### config.mk
export PLATFORM = sky130hd
export DESIGN_NAME = multicycle_controller
export DESIGN_NICKNAME = d
export VERILOG_FILES = /design/src/rtl/multicycle_controller.sv
export SDC_FILE = /design/constraint.sdc
export NUM_CORES = 1
export LEC_CHECK = 0
export CORE_MARGIN = 8
export CORE_UTILIZATION = 44
export CTS_CLUSTER_DIAMETER = 100
export DETAILED_ROUTE_END_ITERATION = 16
export PLACE_DENSITY = 0.78
export SLEW_MARGIN = 0
export SYNTH_ARGS = -nofsm -noshare
export SYNTH_HDL_FRONTEND = slang
export SYNTH_SLANG_ARGS = --single-unit
### constraint.sdc
create_clock -name clk -period 1.86 [get_ports clk]
set_input_delay 0.372 -clock clk [delete_from_list [all_inputs] [get_ports clk]]
set_output_delay 0.372 -clock clk [all_outputs]
set_load 0.05 [all_outputs]
### src/rtl/multicycle_controller.sv
// Multi-cycle sequencer for the RV32I-subset datapath (lw, sw, add/sub, addi, bne).
// Shares one memory port through a req/ready handshake and halts sticky on illegal opcodes.
module multicycle_controller #(
  parameter int CNT_W    = 32,
  parameter int MAX_WAIT = 255
) (
  input  logic             clk,
  input  logic             rst,
  input  logic [6:0]       op,
  input  logic [2:0]       func3,
  input  logic             func7b5,
  input  logic             eq,
  input  logic             mem_ready,
  output logic             mem_req,
  output logic             mem_we,
  output logic             adr_src,
  output logic             ir_write,
  output logic             pc_write,
  output logic             reg_write,
  output logic [1:0]       alu_src_a,
  output logic [1:0]       alu_src_b,
  output logic [1:0]       imm_src,
  output logic [2:0]       alu_ctrl,
  output logic [1:0]       result_src,
  output logic             retire,
  output logic [CNT_W-1:0] retired_cnt,
  output logic             trap,
  output logic [3:0]       state_o
);

  localparam int WAIT_W = (MAX_WAIT > 0) ? $clog2(MAX_WAIT + 1) : 1;

  localparam logic [6:0] OP_LOAD   = 7'b0000011;
  localparam logic [6:0] OP_STORE  = 7'b0100011;
  localparam logic [6:0] OP_RTYPE  = 7'b0110011;
  localparam logic [6:0] OP_ITYPE  = 7'b0010011;
  localparam logic [6:0] OP_BRANCH = 7'b1100011;

  typedef enum logic [3:0] {
    FETCH    = 4'd0,
    DECODE   = 4'd1,
    MEMADR   = 4'd2,
    MEMREAD  = 4'd3,
    MEMWB    = 4'd4,
    MEMWRITE = 4'd5,
    EXECR    = 4'd6,
    EXECI    = 4'd7,
    ALUWB    = 4'd8,
    BRANCH   = 4'd9,
    TRAP     = 4'd10
  } state_t;

  state_t            state, state_n;
  logic [WAIT_W-1:0] wait_cnt;
  logic              req_state;
  logic              timeout;
  logic              handshake;

  assign req_state = (state == FETCH) || (state == MEMREAD) || (state == MEMWRITE);
  // A timed-out access may not complete even if ready arrives in the same cycle.
  assign timeout   = (MAX_WAIT != 0) && req_state && (wait_cnt == WAIT_W'(MAX_WAIT));
  assign handshake = req_state && mem_ready && !timeout;
  assign state_o   = state;

  always_ff @(posedge clk or negedge rst) begin
    if (!rst) state <= FETCH;
    else      state <= state_n;
  end

  always_comb begin
    state_n = state;
    case (state)
      FETCH:    if (timeout) state_n = TRAP; else if (mem_ready) state_n = DECODE;
      DECODE: begin
        if (op == OP_LOAD || op == OP_STORE)             state_n = MEMADR;
        else if (op == OP_RTYPE)                         state_n = EXECR;
        else if (op == OP_ITYPE)                         state_n = EXECI;
        else if (op == OP_BRANCH && func3 == 3'b001)     state_n = BRANCH;
        else                                             state_n = TRAP;
      end
      MEMADR:   state_n = (op == OP_STORE) ? MEMWRITE : MEMREAD;
      MEMREAD:  if (timeout) state_n = TRAP; else if (mem_ready) state_n = MEMWB;
      MEMWB:    state_n = FETCH;
      MEMWRITE: if (timeout) state_n = TRAP; else if (mem_ready) state_n = FETCH;
      EXECR:    state_n = ALUWB;
      EXECI:    state_n = ALUWB;
      ALUWB:    state_n = FETCH;
      BRANCH:   state_n = FETCH;
      TRAP:     state_n = TRAP;
      default:  state_n = TRAP;
    endcase
  end

  always_comb begin
    mem_req    = 1'b0;
    mem_we     = 1'b0;
    adr_src    = 1'b0;
    ir_write   = 1'b0;
    pc_write   = 1'b0;
    reg_write  = 1'b0;
    alu_src_a  = 2'd0;
    alu_src_b  = 2'd0;
    imm_src    = 2'd0;
    alu_ctrl   = 3'b000;
    result_src = 2'd0;
    retire     = 1'b0;
    trap       = 1'b0;
    // Everything is held low while reset is asserted, including FETCH's request.
    if (rst) begin
      case (state)
        FETCH: begin
          mem_req    = 1'b1;
          alu_src_b  = 2'd2;
          result_src = 2'd2;
          ir_write   = handshake;
          pc_write   = handshake;
        end
        DECODE: begin
          alu_src_a = 2'd1;
          alu_src_b = 2'd1;
          imm_src   = 2'd2;
        end
        MEMADR: begin
          alu_src_a = 2'd2;
          alu_src_b = 2'd1;
          imm_src   = (op == OP_STORE) ? 2'd1 : 2'd0;
        end
        MEMREAD: begin
          mem_req = 1'b1;
          adr_src = 1'b1;
        end
        MEMWB: begin
          result_src = 2'd1;
          reg_write  = 1'b1;
          retire     = 1'b1;
        end
        MEMWRITE: begin
          mem_req = 1'b1;
          mem_we  = !timeout;
          adr_src = 1'b1;
          retire  = handshake;
        end
        EXECR: begin
          alu_src_a = 2'd2;
          alu_ctrl  = (func7b5 && func3 == 3'b000) ? 3'b001 : 3'b000;
        end
        EXECI: begin
          alu_src_a = 2'd2;
          alu_src_b = 2'd1;
        end
        ALUWB: begin
          reg_write = 1'b1;
          retire    = 1'b1;
        end
        BRANCH: begin
          alu_src_a = 2'd2;
          alu_ctrl  = 3'b001;
          pc_write  = !eq;
          retire    = 1'b1;
        end
        TRAP:    trap = 1'b1;
        default: ;
      endcase
    end
  end

  always_ff @(posedge clk or negedge rst) begin
    if (!rst) begin
      retired_cnt <= '0;
      wait_cnt    <= '0;
    end else begin
      if (retire) retired_cnt <= retired_cnt + CNT_W'(1);
      if (state_n != state || (req_state && mem_ready)) wait_cnt <= '0;
      else if (req_state)                               wait_cnt <= wait_cnt + WAIT_W'(1);
    end
  end

endmodule

==> results.yml, run 1 <==
run_status:
  run_status: "finished, violations left"
  violated_checks: "setup timing"
sta:
  grt_setup_unrepaired: "yes"
  report.final.setup_viol: 57
  relSlewSlack: 0.608
  worst_slew_pin_slew_ns: 0.581
  fin_worst_skew_ns: 0.0151
  period_share: 1.22
  max_freq_mhz: 441
  fin_ws_ns: -0.408
  final-max-slew-violation-count: 0
  fin_crit_ns: 2.27
  timing.final.hold_violations: 0
  setup-tns-final_ns: -14.24
cells_and_area:
  final_common_cell: "sky130_fd_sc_hd__buf_4"
  layout.cells.most_common_list: "121 x sky130_fd_sc_hd__buf_4, 34 x sky130_fd_sc_hd__buf_6, 25 x sky130_fd_sc_hd__dfrtp_1, 20 x sky130_fd_sc_hd__nand2_1"
  number_of_antenna_cells_inserted: 0
  layout_cells_sized_above_1: 0.639
  area.growth.synth_to_final_pct: 101
  layoutNonFillerInstCount: 546
  finish.net_count: 487
die:
  initial_utilization: 0.447
  die_w_um: 92.6
  die_h_um: 92.6
  ios: 70
  num_rows: 28
  core_region_area_sq_um: 5780
  dieArea_sq_um: 8570
place:
  placed_cells: 502
  gp_congestion: 0.856
  portBuffers: 67
  hpwlAfterDp_mm: 6.24
worst_setup_path:
  setup.worst_path.start_class: "flop"
  worst_ep_required_time_ns: 2.10
  timing.critical_path.to_type: "flop"
  timing.rr.end: "retired_cnt[23]"
  timing.critical_path.slowest_cell_delay_ns: 0.51
  worstPathArrival_ns: 2.51
  cp_cell_sequence: "nand4_1 > nor4_4 > or4b_4 > or3_4 > nor2_4 > xor2_1"
  worst-setup-path-type: "reg2reg"
  r2r_cells: 6
  critical_path.slowest_cell: "sky130_fd_sc_hd__or4b_4"
  r2r_slack_ns: -0.41
  crit-reg2reg-launch: "retired_cnt[7]"
  path_max_fanout: 5
clock_network:
  clk_transition_reported_paths_ns: 0.10
  cts_tree: "done"
  cts_h_tree_depth: 2
  cts-buffers-inserted: 5
  number_of_sinks_on_the_clock_net: 44
  cts_max_path_buffers: 2
  worst_skew_pair.late_latency_ns: 0.32
  cts_root_buffer: "sky130_fd_sc_hd__clkbuf_8"
synthesis:
  yosysTopAreaCell: "sky130_fd_sc_hd__dfrtp_1"
  postSynthRegisterBits: 44
  syn-mean-instance-area_sq_um: 9.06
  number_of_flops_mapped_to_enable_cells_by_yosys: 0
  yosysTopAreaCellShare: 0.427
  ys_warn_count: 0
  synthesis.instances: 285
  seq_area_frac_synth: 0.427
  cells_taking_the_most_area_after_synthesis: "sky130_fd_sc_hd__dfrtp_1 43%, sky130_fd_sc_hd__xnor2_1 7.1%, sky130_fd_sc_hd__xor2_1 6.1%"
  synthesis.area_sq_um: 2580
  postSynth.topFlopCell: "sky130_fd_sc_hd__dfrtp_1"
  async_reset_ff_frac: 1.00
  ys_types: 51
detailed_routing:
  first_iter_violations: 265
  routed_wire_per_std_cell_um: 23.7
  antenna_left: 0
  post-route-drc-count: 0
  vias: 3191
  detail_route.vias_per_cell: 5.84
  drt_pre_antenna_iters: 4
  routed_wl_mm: 12.9
grt:
  wire_length_of_the_first_global_routing_pass_mm: 15.5
  grt_max_degree: 36
  grt_pass1_vias: 3031
  grt_util_all_layers: 0.225
  globalRouteOverflowTotal: 0
  initial_antenna_violation_count: 0
power_and_ir_drop:
  pwr_cell_area_nw_per_um2: 1120
  power.leakage_nw: 2.42
  peakVddDrop_mv: 0.999
flow_run:
  timing.max_cap.violations: 0
worst_hold_path:
  hold_path.class: "in2async"
## state kept, by name, indices dropped and copies added, names as in the netlist
signal and flops:
wait_cnt 8, retired_cnt 32, state_o 4
## worst max-delay path by stage
stage | start | endpoint | slack (ns) | cells past startpoint
3_5_place_dp | func3[1] | wait_cnt[7] | -0.52 | 8
2_1_floorplan | state_o[0] | pc_write | -0.50 | 5
5_1_grt | retired_cnt[7] | retired_cnt[26] | -0.45 | 8
6_report | retired_cnt[7] | retired_cnt[23] | -0.41 | 6
4_1_cts | state_o[2] | mem_we | -0.33 | 7
3_3_place_gp | func3[1] | wait_cnt[7] | -0.51 | 8
## worst max-delay path: cells and delay by family (launching register included)
kind	cells	cell delay, ns
AND/OR/NAND/NOR	5	1.62
flip-flops	1	0.39
XOR/XNOR	1	0.17
## cells in the mapped netlist (2+ instances only)
library cell and number:
sky130_fd_sc_hd__o21ai_0 6, sky130_fd_sc_hd__nand4bb_1 2, sky130_fd_sc_hd__inv_1 10, sky130_fd_sc_hd__nor3_1 15
sky130_fd_sc_hd__nand2_1 26, sky130_fd_sc_hd__and3_1 5, sky130_fd_sc_hd__a21oi_1 5, sky130_fd_sc_hd__a211oi_1 3
sky130_fd_sc_hd__and2_1 2, sky130_fd_sc_hd__nor4_1 3, sky130_fd_sc_hd__o21a_1 2, sky130_fd_sc_hd__buf_2 3
sky130_fd_sc_hd__nand2b_1 4, sky130_fd_sc_hd__xnor2_1 21, sky130_fd_sc_hd__dfrtp_1 44, sky130_fd_sc_hd__ha_1 2
sky130_fd_sc_hd__or3_1 5, sky130_fd_sc_hd__and4_1 4, sky130_fd_sc_hd__nand3_1 15, sky130_fd_sc_hd__nand4_1 8
sky130_fd_sc_hd__clkbuf_1 6, sky130_fd_sc_hd__or2_2 4, sky130_fd_sc_hd__o31ai_1 3, sky130_fd_sc_hd__nor2_1 36
sky130_fd_sc_hd__xor2_1 18, sky130_fd_sc_hd__nor2b_1 5, sky130_fd_sc_hd__mux2i_1 2, sky130_fd_sc_hd__buf_4 2
sky130_fd_sc_hd__or4b_1 2
## layout make-up
type                            instances  area (sq um)
Multi-Input combinational cell        220          2020
Timing Repair Buffer                  187          1790
Sequential cell                        44          1120
Fill cell                             234           583
Tap cell                               75          93.8
Clock buffer                            5          68.8
Inverter                               12          56.3
Clock inverter                          3          46.3
## metrics by stage
stage | worst slack [ns] | total power [W] | instance area, sq um | hold slack [ns] | utilization
2_1_floorplan | -0.496 | 0.00271 | 2800 | 0.0764 | -
3_5_place_dp | -0.524 | 0.00390 | 4180 | 0.468 | 0.723
4_1_cts | -0.330 | 0.00508 | 4720 | 0.175 | 0.816
6_report | -0.408 | 0.00581 | 5200 | 0.177 | 0.899
5_1_grt | -0.454 | 0.00599 | 5200 | 0.175 | 0.899
3_3_place_gp | -0.509 | 0.00387 | 4180 | 0.462 | 0.723
## kinds of logic (layout without fill, tap and decap cells)
group                      count (synthesis)  count (layout)  synth area share
and+or+nand+nor                          144             145             0.305
other                                      1               2           0.00145
buffers and inverters                     23             207            0.0378
adders and majority gates                  2               2           0.00969
muxes                                      2               2           0.00776
xor gates and xnor gates                  39              39             0.132
DFF                                       44              44             0.427
AOI/OAI and AO/OA                         30              30            0.0795
## power breakdown
part | internal [W] | switching [W]
Combinational | 0.00173 | 0.00203
Clock | 0.000405 | 0.000386
Sequential | 0.00105 | 0.000208
## metal layers
| layer | vias up | GRT usage | part of all wire |
|---|---|---|---|
| met3 | 64 | 0.0526 | 0.072 |
| met4 | 0 | 0.0993 | 0.058 |
| met5 | - | 0 | 0 |
| met2 | 206 | 0.396 | 0.52 |
| met1 | 1562 | 0.254 | 0.35 |
| li1 | 1359 | - | - |
## timing repair
action,CTS,global route
pin swaps,19,37
cloned,1,0
hold buffers,0,0
setup endpoints to repair,55,58
buffers inserted,19,17
resized for setup,68,78
(Power assumes the default switching activity.)
==> run 2: changes to the inputs <==
PLACE_DENSITY = unset   (was 0.78)
PLACE_DENSITY_LB_ADDON = 0.25   (was unset)
==> results.yml, run 2 (synthesized netlist as in run 1, its figures left out) <==
place:
  placed_cells: 496
  dpl-instance-area_sq_um: 4130
  hpwlAfterDp_mm: 6.34
  portBuffers: 67
  gp_congestion: 0.881
power_and_ir_drop:
  sw_frac_of_total: 0.456
  p_sw_w: 0.00272
  power.leakage_nw: 2.33
  peakVddDrop_mv: 0.951
  power_frac_seq: 0.211
  clock_power_share: 0.130
  pwr_cell_area_nw_per_um2: 1180
  p_int_w: 0.00325
  p_comb_frac: 0.659
  total_power_w: 0.00596
clock_network:
  clk_transition_reported_paths_ns: 0.09
  cts-buffers-inserted: 5
  cts_max_path_buffers: 2
  cts_h_tree_depth: 2
  cts_root_buffer: "sky130_fd_sc_hd__clkbuf_8"
  cts_tree: "done"
  worst_skew_pair.late_latency_ns: 0.31
  number_of_sinks_on_the_clock_net: 44
  holdBufCountCts: 0
grt:
  wire_length_of_the_first_global_routing_pass_mm: 16.4
  initial_antenna_violation_count: 0
  globalRouteOverflowTotal: 0
  grt_max_degree: 27
  grt_pass1_vias: 3091
  grt_util_all_layers: 0.239
sta:
  setup-tns-final_ns: -13.14
  fin_worst_skew_ns: 0.00701
  fin_crit_ns: 2.23
  max_freq_mhz: 449
  fin_ws_ns: -0.367
  timing.final.hold_violations: 0
  final-max-slew-violation-count: 0
  worst_slew_pin_slew_ns: 0.528
  period_share: 1.20
  grt_setup_unrepaired: "yes"
  relSlewSlack: 0.648
  report.final.setup_viol: 56
worst_setup_path:
  path_max_fanout: 6
  cp_num_buf_inv: 1
  timing.critical_path.to_type: "output port"
  setup.worst_path.start_class: "flop"
  timing.critical_path.slowest_cell_delay_ns: 0.48
  worst_ep_required_time_ns: 1.49
  category_of_cells_accounting_for_the_largest_share_of_critical_path_delay: "flip-flops"
  worstPathArrival_ns: 1.86
  critical_path.slowest_cell: "sky130_fd_sc_hd__dfrtp_2"
  worst-setup-path-type: "reg2out"
  cp_cell_sequence: "xor2_1 > o31ai_2 > and2_4 > nor2_4 > buf_8"
detailed_routing:
  first_iter_violations: 278
  drt_pre_antenna_iters: 5
  routed_wl_mm: 12.6
  vias: 3247
  antenna_left: 0
  detail_route.vias_per_cell: 6.07
  routed_wire_per_std_cell_um: 23.5
  post-route-drc-count: 0
cells_and_area:
  layout_cells_sized_above_1: 0.620
  layout.cell_area.non_filler_sq_um: 5060
  layoutNonFillerInstCount: 535
  finish.net_count: 476
  layout.cells.most_common_list: "116 x sky130_fd_sc_hd__buf_4, 26 x sky130_fd_sc_hd__buf_6, 25 x sky130_fd_sc_hd__dfrtp_1, 23 x sky130_fd_sc_hd__nand2_1, 19 x sky130_fd_sc_hd__dfrtp_2"
  n_fill_cell: 276
  finalCoreUtilization: 0.876
  final_common_cell: "sky130_fd_sc_hd__buf_4"
  largest_register_ffs: 32
  number_of_antenna_cells_inserted: 0
  registers.top_by_ff_count: "retired_cnt"
  area.growth.synth_to_final_pct: 96.1
die:
  die_h_um: 92.6
  die_w_um: 92.6
  dieArea_sq_um: 8570
  initial_utilization: 0.447
  num_rows: 28
  core_region_area_sq_um: 5780
  ios: 70
run_status:
  run_status: "finished, violations left"
  violated_checks: "setup timing"
worst_hold_path:
  hold_path.class: "in2async"
flow_run:
  timing.max_cap.violations: 0
[run 2: cell count changes in the layout (fill, tap and decap cells not counted), moves of 2 or more]
cell	previous run	this run
sky130_fd_sc_hd__buf_6	34	26
sky130_fd_sc_hd__nor2_4	19	16
sky130_fd_sc_hd__nand3_4	4	2
sky130_fd_sc_hd__nand3_2	2	4
sky130_fd_sc_hd__xor2_2	2	0
sky130_fd_sc_hd__nor2_1	9	12
sky130_fd_sc_hd__nor3_4	5	10
sky130_fd_sc_hd__nor3_2	8	3
sky130_fd_sc_hd__xor2_1	16	18
sky130_fd_sc_hd__buf_12	16	18
sky130_fd_sc_hd__nand2_1	20	23
sky130_fd_sc_hd__buf_4	121	116
[run 2: through the flow]
| step | hold slack (ns) | worst slack [ns] |
|---|---|---|
| CTS | 0.206 | -0.290 |
| detailed placement | 0.481 | -0.538 |
| global route | 0.242 | -0.456 |
| floorplan | 0.0764 | -0.496 |
| global placement | 0.459 | -0.514 |
| finish | 0.243 | -0.367 |
[run 2: worst reg2reg max path, cell delays in order (launching register included)]
cell	delay, ns
sky130_fd_sc_hd__dfrtp_2	0.44
sky130_fd_sc_hd__nand4_4	0.14
sky130_fd_sc_hd__nor4_4	0.26
sky130_fd_sc_hd__or4b_4	0.51
sky130_fd_sc_hd__or3_4	0.48
sky130_fd_sc_hd__nor2_2	0.15
sky130_fd_sc_hd__xor2_1	0.16
[run 2: power by group through the flow]
| stage | clock [W] | sequential, W | combinational (W) |
|---|---|---|---|
| detailed placement | 0 | 0.00119 | 0.00265 |
| global placement | 0 | 0.00118 | 0.00262 |
| global route | 0.000829 | 0.00125 | 0.00405 |
| finish | 0.000778 | 0.00126 | 0.00393 |
| CTS | 0.000764 | 0.00120 | 0.00308 |
| floorplan | 0 | 0.00144 | 0.00127 |
[run 2: final timing paths]
path                            startpoint              end  slack (ns)  depth (start not counted)
setup / recovery                state_o[0]           mem_we       -0.37                          5
hold / removal                         rst  retired_cnt[14]        0.24                          3
setup reg to reg            retired_cnt[3]  retired_cnt[25]       -0.36                          6
hold reg to reg            retired_cnt[31]  retired_cnt[31]        0.47                          1
max in group asynchronous              rst       state_o[0]        1.30                          3
min in group clk           retired_cnt[31]  retired_cnt[31]        0.47                          1
[run 2: cell type report]
| cell class | instances | area, sq um | area share |
|---|---|---|---|
| Multi-Input combinational cell | 220 | 1990 | 0.393 |
| Timing Repair Buffer | 176 | 1690 | 0.333 |
| Sequential cell | 44 | 1120 | 0.222 |
| Tap cell | 75 | 93.8 | 0.0185 |
| Clock buffer | 5 | 68.8 | 0.0136 |
| Inverter | 12 | 55.1 | 0.0109 |
| Clock inverter | 3 | 46.3 | 0.00915 |
[run 2: repair_timing]
| item | 4_1_cts | 5_1_grt |
|---|---|---|
| gates cloned | 1 | 0 |
| setup endpoints to repair | 54 | 56 |
| pin swaps | 39 | 26 |
| gates resized for setup | 83 | 56 |
| setup buffers | 16 | 16 |
[run 2: metal layers]
layer	share of wire	wire [um]	vias to the layer above	GRT usage
met1	0.36	4480	1564	0.283
met2	0.50	6260	262	0.407
met4	0.053	669	0	0.0899
met5	0	0	-	0
met3	0.093	1160	77	0.0607
li1	-	-	1344	-
==> run 3: changes to the inputs <==
GPL_TIMING_DRIVEN = 0   (was unset)
==> results.yml, run 3 (synthesized netlist as in run 1, its figures left out) <==
detailed_routing:
  vias: 2648
  drt_pre_antenna_iters: 4
  first_iter_violations: 117
  antenna_left: 0
  detail_route.vias_per_cell: 5.45
  post-route-drc-count: 0
  routed_wl_mm: 8.76
  routed_wire_per_std_cell_um: 18.0
cells_and_area:
  largest_register_ffs: 32
  final_common_cell: "sky130_fd_sc_hd__dlygate4sd2_1"
  area.growth.synth_to_final_pct: 78.3
  n_fill_cell: 349
  finish.net_count: 427
  layout_cells_sized_above_1: 0.479
  number_of_antenna_cells_inserted: 0
  layout.cells.most_common_list: "35 x sky130_fd_sc_hd__dlygate4sd2_1, 34 x sky130_fd_sc_hd__buf_4, 26 x sky130_fd_sc_hd__buf_6, 23 x sky130_fd_sc_hd__nand2_1, 23 x sky130_fd_sc_hd__dfrtp_1"
  registers.top_by_ff_count: "retired_cnt"
sta:
  fin_hold_ws_ns: 0.123
  final-max-slew-violation-count: 0
  relSlewSlack: 0.650
  timing.final.hold_violations: 0
  fin_crit_ns: 2.18
  max_freq_mhz: 458
  fin_worst_skew_ns: 0.0122
  worst_slew_pin_slew_ns: 0.524
  fin_ws_ns: -0.322
  grt_setup_unrepaired: "yes"
  period_share: 1.17
  report.final.setup_viol: 53
grt:
  grt_max_degree: 43
  initial_antenna_violation_count: 0
  grt_util_all_layers: 0.176
  globalRouteOverflowTotal: 0
  wire_length_of_the_first_global_routing_pass_mm: 12.3
  grt_pass1_vias: 2435
power_and_ir_drop:
  sw_frac_of_total: 0.455
  p_sw_w: 0.00229
  pwr_cell_area_nw_per_um2: 1090
  clock_power_share: 0.120
  power.leakage_nw: 2.08
  peakVddDrop_mv: 1.21
  power_frac_seq: 0.247
  p_int_w: 0.00274
  p_comb_frac: 0.633
place:
  gp_congestion: 0.889
  post-place-ws_ns: -1.10
  hpwlAfterDp_mm: 5.06
  portBuffers: 67
die:
  num_rows: 28
  core_region_area_sq_um: 5780
  die_h_um: 92.6
  ios: 70
  die_w_um: 92.6
  dieArea_sq_um: 8570
  initial_utilization: 0.447
clock_network:
  cts_max_path_buffers: 2
  clk_transition_reported_paths_ns: 0.09
  cts_h_tree_depth: 2
  cts_tree: "done"
  number_of_sinks_on_the_clock_net: 44
  cts_root_buffer: "sky130_fd_sc_hd__clkbuf_8"
  cts-buffers-inserted: 5
  worst_skew_pair.late_latency_ns: 0.30
worst_setup_path:
  setup.worst_path.start_class: "flop"
  worstPathArrival_ns: 2.40
  timing.rr.end: "retired_cnt[31]"
  r2r_slack_ns: -0.32
  worst-setup-path-type: "reg2reg"
  r2r_cells: 6
  crit-reg2reg-launch: "retired_cnt[2]"
  path_max_fanout: 5
  timing.critical_path.to_type: "flop"
  worst_ep_required_time_ns: 2.08
worst_hold_path:
  hold_path.class: "in2async"
run_status:
  violated_checks: "setup timing"
  run_status: "finished, violations left"
flow_run:
  timing.max_cap.violations: 0
-- run 3: changes by cell type in the layout (fill, tap and decap cells not counted), sizes merged --
cell           delta
clkinv            +1
clkdlybuf4s50     -1
dlygate4sd2      +30
bufinv            -1
clkbuf            +3
dlygate4sd3       +1
buf              -86
dlymetal6s2s      +5
inv               -1
-- run 3: metrics by stage --
stage | area [sq um] | cells | total power (W) | utilization | setup TNS (ns)
floorplan | 2800 | 286 | 0.00271 | - | -12.46
global placement | 3570 | 428 | 0.00328 | 0.617 | -183.02
detailed placement | 3580 | 429 | 0.00329 | 0.619 | -30.55
CTS | 4030 | 461 | 0.00431 | 0.697 | -9.65
global route | 4600 | 486 | 0.00526 | 0.796 | -13.69
finish | 4600 | 486 | 0.00503 | 0.796 | -10.63
-- run 3: area by class of cell --
| cell class | count | area (sq um) | area share |
|---|---|---|---|
| inverter | 12 | 55.1 | 0.0120 |
| sequential | 44 | 1130 | 0.245 |
| clock inverter | 2 | 12.5 | 0.00272 |
| buffer | 7 | 85.1 | 0.0185 |
| timing repair buffer | 120 | 1210 | 0.263 |
| tap | 75 | 93.8 | 0.0204 |
| clock buffer | 6 | 72.6 | 0.0158 |
| multi-input combinational | 220 | 1950 | 0.423 |
-- run 3: power by group through the flow --
stage / Clock, W / Sequential, W / Combinational [W]
floorplan: 0 / 0.00144 / 0.00127
global placement: 0 / 0.00121 / 0.00207
detailed placement: 0 / 0.00121 / 0.00208
CTS: 0.000612 / 0.00119 / 0.00251
global route: 0.000663 / 0.00126 / 0.00334
finish: 0.000604 / 0.00124 / 0.00318
-- run 3: worst max path at each step --
stage	startpoint	to	slack, ns
global placement	rst	retire	-3.24
floorplan	state_o[0]	pc_write	-0.50
detailed placement	op[2]	imm_src[0]	-1.10
CTS	state_o[0]	pc_write	-0.35
finish	retired_cnt[2]	retired_cnt[31]	-0.32
global route	retired_cnt[5]	retired_cnt[31]	-0.39
-- run 3: per-layer routing --
layer | vias to the layer above | part of all wire | GRT usage
met5 | - | 0 | 0
met4 | 0 | 0.015 | 0.0617
met3 | 10 | 0.052 | 0.0445
met2 | 72 | 0.52 | 0.284
met1 | 1324 | 0.41 | 0.225
li1 | 1242 | - | -
-- run 3: what timing repair did --
item                                   in CTS  in global routing
pin swaps                                  20                 45
gates resized for setup                   198                101
hold buffers                                1                  0
cloned                                      1                  0
setup endpoints to repair                  92                 58
endpoints found under the hold margin       6                  0
setup buffers                              22                 29
-- run 3: critical path: stages, from the launching register on --
cell and delay [ns]:
sky130_fd_sc_hd__dfrtp_2 0.40, sky130_fd_sc_hd__nand4_4 0.13, sky130_fd_sc_hd__nor4_4 0.33, sky130_fd_sc_hd__or4b_4 0.53
sky130_fd_sc_hd__or3_4 0.44, sky130_fd_sc_hd__nor2_4 0.12, sky130_fd_sc_hd__xor2_1 0.16
